**config.mk**
```make
export PLATFORM = sky130hd
export DESIGN_NAME = pipelined_rca_adder
export DESIGN_NICKNAME = d
export VERILOG_FILES = /design/src/rtl/pipelined_rca_adder.sv
export SDC_FILE = /design/constraint.sdc
export NUM_CORES = 1
export LEC_CHECK = 0
export BUFFER_PORTS_ARGS = -buffer_cell sky130_fd_sc_hd__clkbuf_2
export CAP_MARGIN = 30
export CORE_UTILIZATION = 35
export DETAILED_ROUTE_END_ITERATION = 10
export GPL_TIMING_DRIVEN = 0
export PLACE_DENSITY = 0.56
export SETUP_SLACK_MARGIN = 0.5
export SLEW_MARGIN = 20
export SYNTH_ARGS = -nofsm -noshare
export SYNTH_HDL_FRONTEND = slang
export SYNTH_SLANG_ARGS = --single-unit
```
**constraint.sdc**
```tcl
create_clock -name clk -period 4 [get_ports clk]
set_input_delay 0.8 -clock clk [delete_from_list [all_inputs] [get_ports clk]]
set_output_delay 0.8 -clock clk [all_outputs]
set_load 0.05 [all_outputs]
```
**src/rtl/pipelined_rca_adder.sv**
```systemverilog
// Pipelined ripple-carry adder: WIDTH bits split into SEGS registered ripple segments.
// Optional add/subtract mode with signed overflow flag: define ADDSUB_EN.
module pipelined_rca_adder #(
    parameter int WIDTH = 16,
    parameter int SEGS  = 4
) (
    input  logic             clk,
    input  logic             rst,
    input  logic             in_valid,
    output logic             in_ready,
    input  logic [WIDTH-1:0] a,
    input  logic [WIDTH-1:0] b,
    input  logic             cin,
`ifdef ADDSUB_EN
    input  logic             sub,
    output logic             ovf,
`endif
    output logic             out_valid,
    input  logic             out_ready,
    output logic [WIDTH-1:0] sum,
    output logic             carry
);

    localparam int SEG_W = (SEGS > 0 && WIDTH >= SEGS) ? WIDTH / SEGS : 1;

    if (SEGS < 1 || SEGS > WIDTH || (WIDTH % SEGS) != 0) begin : g_cfg_err
        $error("pipelined_rca_adder: WIDTH (%0d) must be a multiple of SEGS (%0d), 1 <= SEGS <= WIDTH",
               WIDTH, SEGS);
    end

    // One segment of full adders; result is {carry_out, partial_sum}.
    function automatic logic [SEG_W:0] ripple_add(input logic [SEG_W-1:0] x,
                                                  input logic [SEG_W-1:0] y,
                                                  input logic             ci);
        logic [SEG_W-1:0] s;
        logic             c;
        s = {SEG_W{1'b0}};
        c = ci;
        for (int i = 0; i < SEG_W; i++) begin
            s[i] = x[i] ^ y[i] ^ c;
            c    = (x[i] & y[i]) | (c & (x[i] ^ y[i]));
        end
        return {c, s};
    endfunction

    logic             adv_s;
    logic [WIDTH-1:0] b_eff_s;

    // Per-stage registers: skewed operands, accumulated partial sum, carry, valid.
    logic [WIDTH-1:0] a_r     [SEGS];
    logic [WIDTH-1:0] b_r     [SEGS];
    logic [WIDTH-1:0] sum_r   [SEGS];
    logic             carry_r [SEGS];
    logic             valid_r [SEGS];

    // What each stage sees on its input side (ports for stage 0, previous stage otherwise).
    logic [WIDTH-1:0] stg_a_s   [SEGS];
    logic [WIDTH-1:0] stg_b_s   [SEGS];
    logic [WIDTH-1:0] stg_sum_s [SEGS];
    logic             stg_c_s   [SEGS];
    logic             stg_v_s   [SEGS];

`ifdef ADDSUB_EN
    // Subtraction is a + ~b + cin, so b is inverted once on entry.
    assign b_eff_s = b ^ {WIDTH{sub}};
`else
    assign b_eff_s = b;
`endif

    assign adv_s     = !valid_r[SEGS-1] | out_ready;
    assign in_ready  = adv_s;
    assign out_valid = valid_r[SEGS-1];
    assign sum       = sum_r[SEGS-1];
    assign carry     = carry_r[SEGS-1];

`ifdef ADDSUB_EN
    // Signed overflow: operands of equal sign producing a result of the other sign.
    assign ovf = (a_r[SEGS-1][WIDTH-1] == b_r[SEGS-1][WIDTH-1]) &
                 (sum_r[SEGS-1][WIDTH-1] != a_r[SEGS-1][WIDTH-1]);
`endif

    for (genvar k = 0; k < SEGS; k++) begin : g_stage
        logic [SEG_W:0]   seg_res_s;
        logic [WIDTH-1:0] nxt_sum_s;

        if (k == 0) begin : g_src
            assign stg_a_s[k]   = a;
            assign stg_b_s[k]   = b_eff_s;
            assign stg_sum_s[k] = {WIDTH{1'b0}};
            assign stg_c_s[k]   = cin;
            assign stg_v_s[k]   = in_valid;
        end else begin : g_chain
            assign stg_a_s[k]   = a_r[k-1];
            assign stg_b_s[k]   = b_r[k-1];
            assign stg_sum_s[k] = sum_r[k-1];
            assign stg_c_s[k]   = carry_r[k-1];
            assign stg_v_s[k]   = valid_r[k-1];
        end

        // Add this stage's segment and merge it into the partial sum.
        always_comb begin
            nxt_sum_s = stg_sum_s[k];
            seg_res_s = ripple_add(stg_a_s[k][k*SEG_W +: SEG_W],
                                   stg_b_s[k][k*SEG_W +: SEG_W],
                                   stg_c_s[k]);
            nxt_sum_s[k*SEG_W +: SEG_W] = seg_res_s[SEG_W-1:0];
        end

        // Stage register; the whole pipeline moves only when the output can drain.
        always_ff @(posedge clk or posedge rst) begin
            if (rst) begin
                valid_r[k] <= 1'b0;
                carry_r[k] <= 1'b0;
                a_r[k]     <= {WIDTH{1'b0}};
                b_r[k]     <= {WIDTH{1'b0}};
                sum_r[k]   <= {WIDTH{1'b0}};
            end else if (adv_s) begin
                valid_r[k] <= stg_v_s[k];
                carry_r[k] <= seg_res_s[SEG_W];
                a_r[k]     <= stg_a_s[k];
                b_r[k]     <= stg_b_s[k];
                sum_r[k]   <= nxt_sum_s;
            end
        end
    end

endmodule

```
### Yosys cells after proc, flatten, opt, wreduce, memory -nomap -nowiden

Cells that the tools add are included.
W data, S select, Z words.

* latch bits: 0
* bits in read-only memories: 0
* bits in writable memories: 0
* bits in registers: 144
* memories: 0
* logic and storage cells: 100
* output and inout bits: 19
* bits of input ports: 37

* magnitude comparators: 0
* multiplexer cells: 0
* bitwise operators: 81
* reductions and logical operators: 1
* divide/modulo/power cells: 0
* $add $sub $neg: 0
* eq/ne operators: 0
* shifts and indexed selects: 0
* multiply operators: 0

Operators by type and width (number)
* $and A1 B1 Y1: 32
* $xor A1 B1 Y1: 32
* $or A1 B1 Y1: 17
* $logic_not A1 Y1: 1

### Longest topological paths before layout

* depth in word-level cells: 9
* mapped depth: 8
* mapped depth without buffers: 8

### Worst setup path after synthesis

OpenSTA, ideal clock, no wires.

* kind: input to register
* start point: input port a[0]
* end point: register sum_r, in the netlist g_stage[1].nxt_sum_s[3]
* path buffers: 0
* setup slack: 1.566 ns
* library setup time: 0.077 ns
* data required time: 3.923 ns
* data arrival time: 2.357 ns
* stages: 8
* cell sequence: inv_1 > fa_1 > inv_1 > fa_1 > fa_1 > inv_1 > fa_1 > a21oi_1

* cells in the longest elaborated chain, start to end: 8
* elaborated cells on any way between the ends: 9
* those cells by class: bitwise (9)

Ends and longest elaborated chain
* start: declaration: line 11 `input logic [WIDTH-1:0] a,`
* $xor A1 B1 Y1: line 41 `c = (x[i] & y[i]) | (c & (x[i] ^ y[i]));`
* $and A1 B1 Y1: line 41
* $or A1 B1 Y1 (*): line 41
* $and A1 B1 Y1 (*): line 41
* $or A1 B1 Y1 (*): line 41
* $and A1 B1 Y1 (*): line 41
* $or A1 B1 Y1 (*): line 41
* $xor A1 B1 Y1 (*): line 40 `s[i] = x[i] ^ y[i] ^ c;`
* end signal: indexed assignment: line 116 `sum_r[k] <= {WIDTH{1'b0}};`
* end signal: indexed assignment: line 122 `sum_r[k] <= nxt_sum_s;`
* end: declaration: line 52 `logic [WIDTH-1:0] sum_r [SEGS];`

Mark *: on every way between the ends. The rest lies on a longest branch, timed or not.
A chain may end at the register's enable or synchronous reset.

### Worst setup path in the final report

* start point: input port out_ready
* end point: output port in_ready

* cells in the longest elaborated chain, start to end: 1

Ends and longest elaborated chain
* start: declaration: line 19 `input logic out_ready,`
* $or A1 B1 Y1: line 70 `assign adv_s = !valid_r[SEGS-1] | out_ready;`
* end: declaration: line 10 `output logic in_ready,`

Every way passes these cells.

==> flow_summary.yaml <==
status:
  status: "finished clean"
cells_and_area:
  antennaDiodeCount: 0
  syn_to_final_growth_pct: 19.5
  nets: 378
  drive_gt1_share_pct: 50.0
timing:
  tightest_slew_ps: 439
  relSlewSlack_pct: 70.8
  fin_crit_ps: 2800
  setup_ws_ps: 1200
  skew_ps: 8.09
  setup_viol: 0
  slew_viol_final: 0
  period_share_pct: 69.9
  max_freq_mhz: 358
  rsz0062_at_grt: "false"
  hold_viol: 0
synth:
  netlist.area_leader.share_pct: 58.8
  ys_ff_latch: 96
  ys.flop_type: "dfrtp_1"
  ys_types: 12
  syn_nets: 312
  synthCells: 259
  synthesis.area_mm2: 0.00408
  synth.largest_area_cell: "dfrtp_1"
  ys_top_cells_by_area: "dfrtp_1, mux2_2, fa_1"
  async_reset_ff_share_pct: 100
  synth_edf_count: 0
  yosysWarnings: 0
  ys_seq_area_share_pct: 58.8
  synth.most_common_cell: "dfrtp_1"
  synth_commonest_cells: "dfrtp_1, mux2_2, inv_1"
  avgSynthCellArea_um2: 15.8
floorplan:
  start_util_pct: 35.9
  coreArea_mm2: 0.0114
  num_rows: 39
  dieArea_mm2: 0.0121
  die_y_um: 110
  die_w_um: 110
  io_pins: 56
global_routing:
  overflow: 0
  grtUsageTotal_pct: 13.8
  grt_max_degree: 70
  antenna_found_initial: 0
  grt_pass1_wl_um: 12000
  grt_pass1_vias: 2307
placed_design:
  place_congestion: 0.705
  dp_hpwl_um: 4980
  port_buffers: 54
  pre_cts_slack_ps: 1180
cts:
  cts_resized: 0
  tritoncts: "done"
  cts_made_buffers: 9
  cts-root-buf: "clkbuf_16"
  ctsHoldBuffers: 0
  cts_setup_buffers: 0
  htree_num_levels: 3
  clk_latency_ps: 340
  clk_pin_slew_worst_paths_ps: 70
  clockBufferDepth: 2
  cts_sinks: 96
setup_path:
  cp.arrival_ps: 2000
  crit_buf_inv: 6
  crit_slowest_cell: "clkbuf_2"
  worst-path-max-fanout: 10
  worst_ep_required_time_ps: 3200
  cpLargestDelayFamily: "buffers and inverters"
  end_kind: "primary output"
  max_stage_delay_ps: 290
  crit_type: "input pin to primary output"
  cpMostUsedCell: "buf_6"
  cp_cell_sequence: "buf_6 -> nand2b_4 -> buf_6 -> buf_6 -> buf_6 -> buf_6 -> clkbuf_2"
  crit_path_start_kind: "input pin"
detailed_routing:
  drtPass1Iterations: 4
  vias: 2150
  drc: 0
  drt_iter0_drc: 86
  routedWlPerCell_um: 15.4
  wl_um: 7280
  ant_nets: 0
  viasPerCell: 4.55
power_and_ir_drop:
  ir_worst_vdd_v: 0.000332
  power_w: 0.00406
  leakage_nw: 2.29
  power.density_mw_per_mm2: 831
hold_path:
  hold_class: "input pin to async pin"
flow_run:
  max_cap_violations: 0
-- layout by cell type, fill, tap and decap left out --
| master | count |
|---|---|
| buf_16 | 1 |
| nor3b_1 | 9 |
| buf_6 | 6 |
| nand2b_1 | 1 |
| clkbuf_2 | 54 |
| inv_1 | 28 |
| mux2i_1 | 3 |
| fa_1 | 16 |
| buf_2 | 6 |
| a21oi_1 | 9 |
| bufinv_16 | 2 |
| clkbuf_16 | 9 |
| mux2_2 | 68 |
| clkinv_2 | 1 |
| dfrtp_1 | 96 |
| clkbuf_1 | 3 |
| mux2_4 | 15 |
| clkbuf_8 | 1 |
| inv_6 | 1 |
| nand2b_4 | 1 |
-- layout make-up --
class,count,area [um^2]
fillers,1072,6490
flip-flops and latches,96,2400
multi-input cells,122,1470
repair buffers,55,298
clock buffers,13,250
well taps,143,179
inverters,29,114
plain buffers,12,97.6
clock inverters,3,65.1
-- kinds of logic after synthesis --
family,share of synthesized area [%]
DFF,58.8
muxes,25.0
buffers and inverters,5.06
adders and majority gates,7.85
and+or+nand+nor,2.15
AOI/OAI and AO/OA,1.10
-- power by group --
| group | switching, W | internal, W | total, W | leakage (nW) |
|---|---|---|---|---|
| logic | 0.000811 | 0.000695 | 0.00151 | 1.02 |
| clock network | 0.000353 | 0.000565 | 0.000918 | 0.154 |
| registers | 0.000235 | 0.00140 | 0.00163 | 1.11 |
-- state kept, by name, indices dropped and copies added (netlist names) --
register	flops
carry_r	3
out_valid	1
stg_v_s	3
carry	1
b_r	24
sum	16
a_r	24
g_stage.nxt_sum_s	24
-- final timing paths --
| path | slack, ps | depth (start not counted) | from | endpoint |
|---|---|---|---|---|
| setup / recovery | 1200 | 7 | out_ready | in_ready |
| hold / removal | 410 | 2 | rst | sum[1] |
| setup reg to reg | 1760 | 8 | b_r[28] | sum[15] |
| hold reg to reg | 460 | 1 | stg_v_s[0] | out_valid |
| max in group asynchronous | 2960 | 3 | rst | a_r[53] |
| min in group clk | 460 | 1 | stg_v_s[0] | out_valid |
-- metrics by stage --
stage,hold WS [ps],util [%],TNS [ps],cells,cell area [um^2]
after global placement,453,39.9,-39760,456,4530
after floorplan,430,-,0,259,4080
after CTS,412,42.9,0,473,4880
after global routing,429,42.9,0,473,4880
after detailed placement,453,40.1,0,457,4560
final,406,42.9,0,473,4880
-- per-layer routing --
metal / GRT usage [%] / share of wire [%] / vias to the layer above
li1: - / - / 985
met1: 18.5 / 48 / 1112
met2: 21.3 / 46 / 47
met3: 4.12 / 4.3 / 6
met4: 4.57 / 1.2 / 0
met5: 0 / 0 / -
No activity file was read; power rests on OpenSTA's default activity.
